<file path="config.mk">
export PLATFORM = sky130hd
export DESIGN_NAME = alu_pa_low_select_arbiter
export DESIGN_NICKNAME = d
export VERILOG_FILES = /design/src/rtl/alu_pa_low_select_arbiter.sv
export SDC_FILE = /design/constraint.sdc
export NUM_CORES = 1
export LEC_CHECK = 0
export CAP_MARGIN = 15
export CORE_UTILIZATION = 45
export CTS_CLUSTER_SIZE = 20
export DETAILED_ROUTE_END_ITERATION = 8
export PLACE_DENSITY = 0.64
export SYNTH_ARGS = -nofsm -noshare
export SYNTH_HDL_FRONTEND = slang
export SYNTH_SLANG_ARGS = --single-unit
</file>
<file path="constraint.sdc">
create_clock -name CLK -period 2.7 [get_ports CLK]
set_input_delay 0.54 -clock CLK [delete_from_list [all_inputs] [get_ports CLK]]
set_output_delay 0.54 -clock CLK [all_outputs]
set_load 0.01 [all_outputs]
</file>
<file path="src/rtl/alu_pa_low_select_arbiter.sv">
// Port-A low-byte source select arbiter: R / I / IOP requesters, one owner, dead cycles between owners.
// Optional round-robin arbitration is enabled by defining NORZ_PA_ARB_RR_EN.
module alu_pa_low_select_arbiter #(
  parameter int unsigned DEAD_CYCLES = 1,
  parameter int unsigned MAX_HOLD    = 8
) (
  input  logic       CLK,
  input  logic       notRST,
  input  logic       req_R,
  input  logic       req_I,
  input  logic       req_IOP,
  output logic       notPA_Select_R_low,
  output logic       notPA_Select_I_low,
  output logic       PA_Select_IOP_low,
  output logic       gnt_R,
  output logic       gnt_I,
  output logic       gnt_IOP,
  output logic       busy,
  output logic [1:0] owner,
  output logic [1:0] dbg_state
);

  typedef enum logic [1:0] {
    ST_IDLE = 2'd0,
    ST_OWN  = 2'd1,
    ST_GAP  = 2'd2
  } state_t;

  localparam logic [1:0] OWN_NONE = 2'd0;
  localparam logic [1:0] OWN_R    = 2'd1;
  localparam logic [1:0] OWN_I    = 2'd2;
  localparam logic [1:0] OWN_IOP  = 2'd3;

  localparam logic [2:0] GAP_LAST   = 3'(DEAD_CYCLES - 1);
  // hold_cnt counts OWN cycles already completed, so the current cycle is hold_cnt+1.
  localparam logic [7:0] HOLD_LIMIT = (MAX_HOLD == 0) ? 8'd0 : 8'(MAX_HOLD - 1);

  state_t     state;
  logic [7:0] hold_cnt;
  logic [2:0] gap_cnt;
  logic [3:0] req_vec;
  logic [1:0] winner;
  logic       owner_req;
  logic       other_req;
  logic       preempt;
  logic       release_own;
  logic       take_grant;

  // Indexed by owner code; bit 0 (no owner) never requests.
  assign req_vec = {req_IOP, req_I, req_R, 1'b0};

  function automatic logic [1:0] pick(input logic [3:0] rv, input logic [1:0] p0,
                                      input logic [1:0] p1, input logic [1:0] p2);
    if (rv[p0])      pick = p0;
    else if (rv[p1]) pick = p1;
    else if (rv[p2]) pick = p2;
    else             pick = OWN_NONE;
  endfunction

`ifdef NORZ_PA_ARB_RR_EN
  logic [1:0] last_owner;

  // The owner after last_owner in R -> I -> IOP -> R order ranks highest; last_owner ranks lowest.
  always_comb begin
    winner = OWN_NONE;
    case (last_owner)
      OWN_R:   winner = pick(req_vec, OWN_I,   OWN_IOP, OWN_R);
      OWN_I:   winner = pick(req_vec, OWN_IOP, OWN_R,   OWN_I);
      OWN_IOP: winner = pick(req_vec, OWN_R,   OWN_I,   OWN_IOP);
      default: winner = pick(req_vec, OWN_IOP, OWN_I,   OWN_R);
    endcase
  end
`else
  always_comb begin
    winner = pick(req_vec, OWN_IOP, OWN_I, OWN_R);
  end
`endif

  assign owner_req   = req_vec[owner];
  assign other_req   = |(req_vec & ~(4'b0001 << owner));
  assign preempt     = (MAX_HOLD != 0) && (hold_cnt >= HOLD_LIMIT) && other_req;
  assign release_own = !owner_req || preempt;
  assign take_grant  = (winner != OWN_NONE) &&
                       ((state == ST_IDLE) || ((state == ST_GAP) && (gap_cnt == GAP_LAST)));

  always_ff @(posedge CLK or negedge notRST) begin
    if (!notRST) begin
      state              <= ST_IDLE;
      hold_cnt           <= '0;
      gap_cnt            <= '0;
      owner              <= OWN_NONE;
      notPA_Select_R_low <= 1'b1;
      notPA_Select_I_low <= 1'b1;
      PA_Select_IOP_low  <= 1'b0;
`ifdef NORZ_PA_ARB_RR_EN
      last_owner         <= OWN_NONE;
`endif
    end else begin
      case (state)
        ST_IDLE: begin
          gap_cnt <= '0;
        end
        ST_OWN: begin
          if (release_own) begin
            state              <= ST_GAP;
            gap_cnt            <= '0;
            owner              <= OWN_NONE;
            notPA_Select_R_low <= 1'b1;
            notPA_Select_I_low <= 1'b1;
            PA_Select_IOP_low  <= 1'b0;
          end else if (hold_cnt != 8'hFF) begin
            hold_cnt <= hold_cnt + 8'd1;
          end
        end
        ST_GAP: begin
          if (gap_cnt != GAP_LAST) begin
            gap_cnt <= gap_cnt + 3'd1;
          end else if (winner == OWN_NONE) begin
            state <= ST_IDLE;
          end
        end
        default: begin
          state <= ST_IDLE;
        end
      endcase

      // A grant from IDLE or the last GAP cycle overrides the state-local updates above.
      if (take_grant) begin
        state              <= ST_OWN;
        hold_cnt           <= '0;
        owner              <= winner;
        notPA_Select_R_low <= (winner != OWN_R);
        notPA_Select_I_low <= (winner != OWN_I);
        PA_Select_IOP_low  <= (winner == OWN_IOP);
`ifdef NORZ_PA_ARB_RR_EN
        last_owner         <= winner;
`endif
      end
    end
  end

  assign gnt_R     = ~notPA_Select_R_low;
  assign gnt_I     = ~notPA_Select_I_low;
  assign gnt_IOP   = PA_Select_IOP_low;
  assign busy      = (state != ST_IDLE);
  assign dbg_state = state;

  a_sel_onehot: assert property (@(posedge CLK) disable iff (!notRST)
    $onehot0({~notPA_Select_R_low, ~notPA_Select_I_low, PA_Select_IOP_low}));

  a_gap_quiet: assert property (@(posedge CLK) disable iff (!notRST)
    (state != ST_OWN) |-> (notPA_Select_R_low && notPA_Select_I_low && !PA_Select_IOP_low));

endmodule

</file>
[After elaboration in Yosys (flattened, before gate mapping)]
Cells that the tools add are included.
Storage, ports and cells
  bits in registers: 18
  input port bits: 5
  output and inout port bits: 11
  word-level logic and storage cells: 77
Cells by class
  add/subtract/negate cells: 2
  magnitude comparators: 2
  equality and inequality tests: 13
  shift operators: 1
  muxes and demuxes: 27
  bitwise operators: 4
  reduce and logical (&&, ||, !) cells: 21
Operator list (count)
  $mux W8: 4
  $mux W2: 9
  $reduce_bool A2 Y1: 5
  $mux W1: 9
  $pmux W3 S3: 1
  $add A8 B1 Y8 const B: 1
  $ge A8 B3 Y1 const B: 1
  $ne A8 B8 Y1 const B: 1
  $mux W3: 2
  $ne A2 B1 Y1 const B: 3
  $ne A2 B2 Y1 const B: 3
  $ne A3 B3 Y1 const B: 2
  $pmux W2 S3: 1
  $reduce_and A3 Y1: 2
  $reduce_bool A3 Y1: 2
  $and A4 B4 Y4: 1
  $eq A2 B2 Y1 const B: 2
  $logic_not A2 Y1: 2
  $not A4 Y4: 1
  $reduce_and A4 Y1: 1
  $reduce_or A4 Y1: 1
  $shl A1 B2 Y4 const A: 1
  $add A3 B1 Y3 const B: 1
  $logic_and A1 B1 Y1: 3
  9 further kinds: 11

[Depth between registers and ports, before layout]
Gate-level depths: netlist of run 1.
  depth in word-level cells: 9
  depth in mapped cells: 8

[Worst setup path before layout of run 1]
Ideal clock, no wire load.
  kind: register to register
  from: register hold_cnt[4]
  to: register hold_cnt[4]
  arrival: 2.014 ns
  required time: 2.633 ns
  setup slack: 0.619 ns
  stages on the path, launching flop included: 7
  buffers on the path: 1
  period minus slack after synthesis: 2.081 ns
  cell sequence: dfrtp_1 or4_4 o32ai_4 o211ai_2 buf_6 or4_1 nand2_1
On the way
  word-level cells in the longest chain between the ends: 5
  elaborated cells between the ends (all ways): 12
  those cells by class: add/sub: 1; order compare: 1; eq/ne: 2; mux: 4; reduce/logical: 4
RTL lines
  from (decl): line 39  | logic [7:0] hold_cnt;
  from (signal assigned): line 112  | hold_cnt <= hold_cnt + 8'd1;
  $add A8 B1 Y8 / $ge A8 B3 Y1 (equally long branches): line 112, 81
  $mux W8 / $logic_and A1 B1 Y1 (equally long branches): line 111, 81
  $mux W8 / $logic_or A1 B1 Y1 (equally long branches): line 104, 82
  $mux W8 / $ne A2 B1 Y1 (equally long branches)
  $mux W8 / $reduce_and A3 Y1 (equally long branches)
Several ways; a longest one is shown, not always the timed one. The select of a mux whose other input is x is not followed.
A chain may end at the register's enable or synchronous reset.

[Worst setup path in the final report of run 1]
  from: register hold_cnt[4]
  to: register hold_cnt[5]
Same word-level chain as after synthesis.

==> out/metrics.cfg, run 1 <==
[worst_setup_path]
critPathMaxStageDelay_ns = 0.58
path_max_fanout = 10
path_buf_inv = 0
cp_top_family = simple AND/OR/NAND/NOR gates
worstPathCellList = or4_4 -> o32ai_4 -> o211ai_2 -> or4_1 -> a21oi_1
crit_path_start_kind = register
worstSetupPathDepth = 5
timing.rr.start = hold_cnt[4]
setup.worst_path.start = hold_cnt[4]
cp.required_ns = 2.94
worstSetupPathType = reg -> reg
ff2ff_setup_slack_ns = 0.43
cpMaxStageDelayCell = or4_4
r2r-end = hold_cnt[5]
crit_arrival_ns = 2.51
crit_end = hold_cnt[5]
worstRegToRegCells = 5
crit_path_end_kind = register

[floorplanning]
die_h_um = 50.93
io_pins = 16
die-area_um2 = 2594
die_width_um = 50.93
start_util_pct = 48.24
coreArea_um2 = 2233
rows = 17

[yosys]
synth-seq-cells = 18
yosysUniqueCellTypes = 43
synth_ff_type = dfrtp_1
synth.cell_area_um2 = 1077
yosysSeqAreaShare_pct = 42.04
avgSynthCellArea_um2 = 9.793
synth_cells = 110
synth_edf_count = 0
ys_warn_count = 0
synthArstFlopShare_pct = 100.0
synthTopCellsByArea = dfrtp_1 37%, dfstp_2 4.9%, o21ai_0 3.7%
synth_top_area_share_pct = 37.17
synth_fp_nets = 118
synth_area_leader_cell = dfrtp_1

[cells_and_area]
final_cells = 155
drive_above_1_share_pct = 14.96
final_common_cell = dfrtp_1
area.sequential_um2 = 452.9
synthToLayoutAreaGrowth_pct = 18.47
fill_cells = 202
diodes = 0
multi_input_area_um2 = 566.8
mostFrequentLayoutCells = 16 x dfrtp_1, 15 x clkdlybuf4s50_1, 8 x inv_1, 8 x o21ai_0
nets = 136

[global_route]
grt_start_max_net_pins = 19
grt_pass1_vias = 903
overflow = 0
antenna_found_initial = 0
grt_pass1_wl_mm = 4.050
grtUsageTotal_pct = 21.16

[cts]
clk_pin_slew_ns = 0.11
cts_resized = 0
cts_max_path_buffers = 2
clk_root_buffer_cell = clkbuf_4
worstSkewPairLatency_ns = 0.30
h-tree-depth = 1
cts_tree = done
numCtsBuffers = 3
clock-sinks = 18
postCtsHoldBufs = 0
post_cts_buffers = 0

[sta]
rsz0062_at_grt = false
period_share_pct = 84.18
final-setup-viol-count = 0
fin_skew_ns = 0.003684
fmax_mhz = 440.0
slew_headroom_pct = 46.66
drv_slew = 0
hold_viol = 0
min_period_ns = 2.273
tns_ns = 0
tightestPinTransition_ns = 0.7975

[route]
drtAntennaViolNets = 0
first_pass_iters = 4
vias = 904
wl_mm = 2.224
drc = 0
drt-vias-per-instance = 5.832
drtIter0Drc = 13
wl_per_cell_um = 14.35

[pwr]
p_per_area_nw_per_um2 = 907.8
ir_drop_mv = 0.6239
total_leakage_power_nw = 0.5667

[placement]
dp.final_hpwl_mm = 1.648
placed_cells = 151
io_buffers = 15
finalWeightedCongestion = 0.7752

[status]
status = completed

[job]
maxCapViolCount = 0

[min_path]
hold_class = reg -> reg

## metrics by stage
step	utilization (%)	power [mW]	setup WS [ns]	hold WS (ns)	area [um2]
floorplan	-	0.7780	0.6187	0.2444	1077
global placement	55.97	1.005	0.2056	0.4858	1250
detailed placement	55.97	1.016	0.1527	0.5039	1250
CTS	57.14	1.167	0.4342	0.5293	1276
global route	57.14	1.250	0.2889	0.5535	1276
finish	57.14	1.159	0.4272	0.5285	1276
## how the worst min path moves through the flow
stage	start	depth (start not counted)	slack, ns	to
2_1_floorplan	notRST	0	0.24	PA_Select_IOP_low
3_3_place_gp	gap_cnt[2]	1	0.49	gap_cnt[2]
3_5_place_dp	gap_cnt[2]	1	0.50	gap_cnt[2]
4_1_cts	gap_cnt[2]	1	0.53	gap_cnt[2]
5_1_grt	gap_cnt[2]	1	0.55	gap_cnt[2]
6_report	gap_cnt[2]	1	0.53	gap_cnt[2]
## metal layers
metal | track usage [%] | vias to the layer above | routed length, um
met2 | 35.09 | 10 | 1090
met3 | 3.571 | 5 | 40
met5 | 0 | - | 0
met4 | 11.11 | 0 | 55
met1 | 26.02 | 447 | 1038
li1 | - | 442 | -
## cell type report
| type | instances | area share [%] |
|---|---|---|
| Multi-Input combinational cell | 80 | 44.41 |
| Sequential cell | 18 | 35.49 |
| Timing Repair Buffer | 17 | 12.94 |
| Tap cell | 28 | 2.745 |
| Inverter | 8 | 2.353 |
| Clock buffer | 4 | 2.059 |
## kinds of logic (layout without fill, tap and decap cells)
family / count (synthesis) / after routing / synth area share [%]
compound gates: 37 / 37 / 26.48
xor+xnor: 2 / 2 / 1.626
fa+ha+maj: 3 / 3 / 3.485
buf+inv: 12 / 29 / 5.342
flops: 18 / 18 / 42.04
mux: 3 / 3 / 2.788
simple gates: 35 / 35 / 18.24
## worst reg2reg max path, stage by stage, from the launching register on
cell and delay, ns:
dfrtp_1 0.45, or4_4 0.58, o32ai_4 0.28, o211ai_2 0.24
or4_1 0.51, a21oi_1 0.15
## registers in the layout, indices dropped and copies added, names as in the netlist
| signal | count |
|---|---|
| PA_Select_IOP_low | 1 |
| notPA_Select_R_low | 1 |
| hold_cnt | 8 |
| gap_cnt | 3 |
| owner | 2 |
| notPA_Select_I_low | 1 |
| dbg_state | 2 |
## Yosys cell counts (all sizes together), types with 3 or more instances
cell type,number
dfrtp,16
o21ai,9
inv,8
nand2,7
nor2,7
a21oi,6
o211ai,4
o31ai,4
or4,4
a21o,3
ha,3
mux2i,3
nand3,3
## power by group
group          switching, mW  internal (mW)  total, mW
logic                  0.297          0.297      0.593
clock network         0.0898         0.0577      0.148
registers             0.0758          0.342      0.418
(Power assumes the default switching activity.)
==> run 2, diff against run 1 <==
==> constraint.sdc (replaced) <==
create_clock -name CLK -period 2.3 [get_ports CLK]
set_input_delay 0.46 -clock CLK [delete_from_list [all_inputs] [get_ports CLK]]
set_output_delay 0.46 -clock CLK [all_outputs]
set_load 0.01 [all_outputs]
==> run 2 against run 1 <==
Net effect:
- final area rose by 6.6%
- routed wire length rose by 3.4%
- via count rose by 1.4%
- sequential cell count did not move
- utilization rose by 3.8 points
- global-route usage rose by 0.063 points
- combinational power rose by 32%
- worst setup slack got worse by 0.32 ns
- first-iteration DRC count rose by 23%
- worst hold slack got worse by 0.049 ns
==> out/metrics.cfg, run 2 (synthesis gave the netlist of run 1 again) <==
[cts]
post_cts_buffers = 0  ; unchanged
cts_tree = done
h-tree-depth = 1  ; unchanged
clk_pin_slew_ns = 0.10  ; about the same
numCtsBuffers = 3  ; unchanged
cts_max_path_buffers = 2  ; unchanged
clock-sinks = 18  ; unchanged
worstSkewPairLatency_ns = 0.30  ; about the same
clk_root_buffer_cell = clkbuf_4

[cells_and_area]
drive_above_1_share_pct = 21.17  ; +6.2 points
postLayoutCoreUtil_pct = 60.90  ; +3.8 points
final_common_cell = dfrtp_1
nets = 146  ; +7.4%
largest_reg_flops = 8  ; unchanged
regMostFlops = hold_cnt
largestRegisters = hold_cnt: 8 flops, gap_cnt: 3 flops
finish.instance_area_um2 = 1360  ; +6.6%
mostFrequentLayoutCells = 16 x dfrtp_1, 15 x clkdlybuf4s50_1, 12 x buf_4
synthToLayoutAreaGrowth_pct = 26.25
diodes = 0  ; unchanged

[sta]
fin_skew_ns = 0.003058  ; -0.0006254 ns
tns_ns = 0  ; unchanged
tightestPinTransition_ns = 0.3765  ; -0.4211 ns
min_period_ns = 2.196  ; -0.07669 ns
period_share_pct = 95.48  ; +11 points
rsz0062_at_grt = false
drv_slew = 0  ; unchanged
fmax_mhz = 455.3  ; +3.5%
slew_headroom_pct = 74.90  ; +28 points
final-setup-viol-count = 0  ; unchanged
hold_ws_ns = 0.4790  ; -0.04949 ns
hold_viol = 0  ; unchanged

[route]
drt-vias-per-instance = 5.558  ; -4.7%
wl_per_cell_um = 13.94  ; -2.9%
wl_mm = 2.300  ; +3.4%
vias = 917  ; +1.4%
drc = 0  ; unchanged
drtIter0Drc = 16  ; +3
drtAntennaViolNets = 0  ; unchanged
first_pass_iters = 4  ; unchanged

[pwr]
pwr-share-seq_pct = 33.3  ; -2.8 points
finalPower_mw = 1.422  ; +23%
ir_drop_mv = 0.6458  ; +3.5%
p_clk_share_pct = 11.7  ; -1.0 points
swShare_pct = 38.77  ; -1.1 points
total_leakage_power_nw = 0.6156  ; +8.6%
internal_power_mw = 0.8707  ; +25%
comb_power_share_pct = 55.0  ; +3.8 points
p_switching_mw = 0.5513  ; +19%
p_per_area_nw_per_um2 = 1046  ; +15%

[worst_setup_path]
worstSetupPathType = reg -> reg
crit_path_start_kind = register
critPathMaxStageDelay_ns = 0.58  ; about the same
cp.required_ns = 2.53  ; -0.41 ns
crit_path_end_kind = register
crit_arrival_ns = 2.42  ; -0.09 ns
path_buf_inv = 0  ; unchanged
cpMaxStageDelayCell = or4_4
worstPathCellList = or4_4 -> o32ai_4 -> o211ai_4 -> or4_1 -> a21oi_1
path_max_fanout = 9  ; -1
cp_top_family = simple AND/OR/NAND/NOR gates

[floorplanning]
io_pins = 16  ; unchanged
die-area_um2 = 2594  ; unchanged
die_width_um = 50.93  ; unchanged
rows = 17  ; unchanged
coreArea_um2 = 2233  ; unchanged
die_h_um = 50.93  ; unchanged
start_util_pct = 48.24  ; unchanged

[min_path]
hold_class = in -> async

[global_route]
grt_start_max_net_pins = 19  ; unchanged
grt_pass1_wl_mm = 4.140  ; +2.2%
grtUsageTotal_pct = 21.22  ; +0.063 points
overflow = 0  ; unchanged
antenna_found_initial = 0  ; unchanged
grt_pass1_vias = 955  ; +5.8%

[placement]
place_area_um2 = 1325  ; +6.0%
finalWeightedCongestion = 0.8245  ; +6.4%
dp.final_hpwl_mm = 1.780  ; +8.0%
io_buffers = 15  ; unchanged

[job]
maxCapViolCount = 0  ; unchanged

[status]
status = completed

-- run 2: repair_timing --
action                                 CTS  global route
setup endpoints to repair                0             2
endpoints found under the hold margin    0             0
hold buffers                             0             0
gates resized for setup                  0             1
-- run 2: final timing paths --
path	cells past startpoint	slack [ns]	end	from
min reg2reg	1	0.54	gap_cnt[0]	gap_cnt[0]
max	5	0.10	hold_cnt[7]	hold_cnt[4]
max reg2reg	5	0.10	hold_cnt[7]	hold_cnt[4]
max in group asynchronous	2	1.56	notPA_Select_R_low	notRST
min in group CLK	1	0.54	gap_cnt[0]	gap_cnt[0]
min	2	0.48	dbg_state[0]	notRST
-- run 2: per-layer routing --
metal | global-route usage (%) | vias to the layer above | part of all wire (%)
met5 | 0 | - | 0
met4 | 10.19 | 0 | 1.7
li1 | - | 458 | -
met2 | 33.99 | 15 | 47
met1 | 27.51 | 439 | 49
met3 | 3.571 | 5 | 2.8
-- run 2: metrics by stage --
stage / worst slack, ns / cells
6_report: 0.1039 / 165
5_1_grt: 0.01852 / 165
3_3_place_gp: 0.02650 / 161
3_5_place_dp: -0.02154 / 161
2_1_floorplan: 0.2187 / 110
4_1_cts: 0.05862 / 165
-- run 2: power groups by stage --
stage / Combinational, mW / Sequential [mW] / Clock, mW
global placement: 0.760 / 0.476 / 0
finish: 0.782 / 0.474 / 0.166
CTS: 0.773 / 0.472 / 0.170
global route: 0.871 / 0.484 / 0.183
detailed placement: 0.770 / 0.477 / 0
floorplan: 0.409 / 0.505 / 0
-- run 2: cell type report --
| class | instances | area [um2] |
|---|---|---|
| Timing Repair Buffer | 27 | 240.2 |
| Sequential cell | 18 | 452.9 |
| Fill cell | 194 | 873.3 |
| Multi-Input combinational cell | 80 | 575.6 |
| Clock buffer | 4 | 26.28 |
| Tap cell | 28 | 35.03 |
| Inverter | 8 | 30.03 |
==> run 3, diff against run 2 <==
--- a/config.mk
+++ b/config.mk
@@ -6,10 +6,10 @@
 export NUM_CORES = 1
 export LEC_CHECK = 0
 export CAP_MARGIN = 15
-export CORE_UTILIZATION = 45
+export CORE_UTILIZATION = 52
 export CTS_CLUSTER_SIZE = 20
 export DETAILED_ROUTE_END_ITERATION = 8
-export PLACE_DENSITY = 0.64
+export PLACE_DENSITY = 0.73
 export SYNTH_ARGS = -nofsm -noshare
 export SYNTH_HDL_FRONTEND = slang
 export SYNTH_SLANG_ARGS = --single-unit
==> run 3 against run 2 <==
Net effect:
- maximum frequency is 0.68% higher
- power is 1.8% higher
- clock power hardly changed
- sequential share of layout area is 0.27 points lower
- worst hold slack better by 0.0095 ns
- worst setup slack better by 0.015 ns
- non-clock buffer count is 2 higher
- largest cell class unchanged
- largest power group unchanged
==> out/metrics.cfg, run 3 (synthesis gave the netlist of run 1 again) <==
[cells_and_area]
diodes = 0  ; unchanged
regMostFlops = hold_cnt
largestRegisters = hold_cnt: 8 flops, gap_cnt: 3 flops
final_cells = 166  ; +0.61%
largest_reg_flops = 8  ; unchanged
mostFrequentLayoutCells = 15 x dfrtp_1, 15 x clkdlybuf4s50_1, 14 x buf_4
postLayoutCoreUtil_pct = 70.09  ; +9.2 points
nets = 148  ; +1.4%
drive_above_1_share_pct = 23.02  ; +1.9 points
synthToLayoutAreaGrowth_pct = 27.64

[sta]
hold_viol = 0  ; unchanged
slew_headroom_pct = 70.59  ; -4.3 points
drv_slew = 0  ; unchanged
final-setup-viol-count = 0  ; unchanged
min_period_ns = 2.181  ; -0.01493 ns
tns_ns = 0  ; unchanged
fmax_mhz = 458.5  ; +0.68%
fin_ws_ns = 0.1188  ; +0.01493 ns
tightestPinTransition_ns = 0.4374  ; +0.06094 ns
period_share_pct = 94.84  ; -0.65 points
rsz0062_at_grt = false
fin_skew_ns = 0.005706  ; +0.002647 ns

[global_route]
grt_pass1_wl_mm = 3.663  ; -12%
antenna_found_initial = 0  ; unchanged
overflow = 0  ; unchanged
grtUsageTotal_pct = 23.76  ; +2.5 points
grt_pass1_vias = 843  ; -12%
grt_start_max_net_pins = 19  ; unchanged

[cts]
h-tree-depth = 1  ; unchanged
cts_resized = 0  ; unchanged
clock-sinks = 18  ; unchanged
worstSkewPairLatency_ns = 0.30  ; about the same
clk_root_buffer_cell = clkbuf_4
post_cts_buffers = 0  ; unchanged
numCtsBuffers = 3  ; unchanged
cts_tree = done
cts_max_path_buffers = 2  ; unchanged
clk_pin_slew_ns = 0.10  ; about the same
postCtsHoldBufs = 0  ; unchanged

[job]
maxCapViolCount = 0  ; unchanged

[worst_setup_path]
crit_arrival_ns = 2.41  ; about the same
crit_path_end_kind = register
worstPathCellList = or4_4 -> o32ai_4 -> o211ai_4 -> or4_1 -> a21oi_1
cpMaxStageDelayCell = or4_4
critPathMaxStageDelay_ns = 0.58  ; about the same
cp_top_family = simple AND/OR/NAND/NOR gates
worstSetupPathType = reg -> reg
crit_path_start_kind = register
path_buf_inv = 0  ; unchanged
path_max_fanout = 9  ; unchanged
cp.required_ns = 2.53  ; about the same

[placement]
placed_cells = 162  ; +0.62%
io_buffers = 15  ; unchanged
finalWeightedCongestion = 0.7898  ; -4.2%
dp.final_hpwl_mm = 1.786  ; +0.32%
pre_cts_slack_ns = -0.06946  ; -0.04792 ns

[route]
drt-vias-per-instance = 5.867  ; +5.6%
first_pass_iters = 4  ; unchanged
drtAntennaViolNets = 0  ; unchanged
vias = 974  ; +6.2%
drtIter0Drc = 35  ; +19
wl_mm = 2.457  ; +6.8%
wl_per_cell_um = 14.80  ; +6.2%
drc = 0  ; unchanged

[floorplanning]
rows = 16  ; -1
start_util_pct = 54.91  ; +6.7 points
io_pins = 16  ; unchanged
die_width_um = 47.52  ; -6.7%
coreArea_um2 = 1962  ; -12%
die_h_um = 47.52  ; -6.7%
die-area_um2 = 2258  ; -13%

[pwr]
total_leakage_power_nw = 0.6237  ; +1.3%
ir_drop_mv = 0.6637  ; +2.8%
p_per_area_nw_per_um2 = 1053  ; +0.67%

[min_path]
hold_class = in -> async

[status]
status = completed

run 3: cell count changes in the layout (fill, tap and decap cells not counted), sizes merged:
cell	change
buf	+2
run 3: through the flow:
step | power (mW) | area [um2] | hold slack [ns]
6_report | 1.447 | 1375 | 0.4885
3_3_place_gp | 1.244 | 1339 | 0.4881
2_1_floorplan | 0.9133 | 1077 | 0.1644
5_1_grt | 1.543 | 1375 | 0.5102
3_5_place_dp | 1.261 | 1339 | 0.4973
4_1_cts | 1.432 | 1365 | 0.4892
run 3: per-layer routing:
metal / up-vias / track usage (%) / wire length (um)
met3: 10 / 3.396 / 124
met1: 457 / 31.52 / 1094
met2: 38 / 38.90 / 1191
met4: 0 / 9.714 / 46
met5: - / 0 / 0
li1: 469 / - / -
run 3: area by class of cell:
type / count / area [um2]
Sequential cell: 18 / 454.2
Clock buffer: 4 / 26.28
Tap cell: 27 / 33.78
Timing Repair Buffer: 29 / 255.2
Inverter: 8 / 30.03
Multi-Input combinational cell: 80 / 575.6
Fill cell: 163 / 586.8
run 3: power breakdown:
part | total, mW | internal [mW] | switching (mW)
clock | 0.166 | 0.0675 | 0.0988
combinational | 0.801 | 0.415 | 0.386
sequential | 0.480 | 0.402 | 0.0782
total | 1.45 | 0.884 | 0.563
run 3: worst reg2reg max path, stage by stage (launching register included):
cell and delay, ns:
dfrtp_2 0.46, or4_4 0.58, o32ai_4 0.29, o211ai_4 0.17
or4_1 0.48, a21oi_1 0.14
run 3: worst paths after layout:
check / start / end / slack [ns] / depth (start not counted)
worst max-delay path: hold_cnt[4] / hold_cnt[5] / 0.12 / 5
worst min-delay path: notRST / hold_cnt[2] / 0.49 / 2
worst max register to register: hold_cnt[4] / hold_cnt[5] / 0.12 / 5
worst min register to register: gap_cnt[2] / gap_cnt[2] / 0.52 / 1
max in group asynchronous: notRST / notPA_Select_I_low / 1.54 / 2
min in group CLK: gap_cnt[2] / gap_cnt[2] / 0.52 / 1
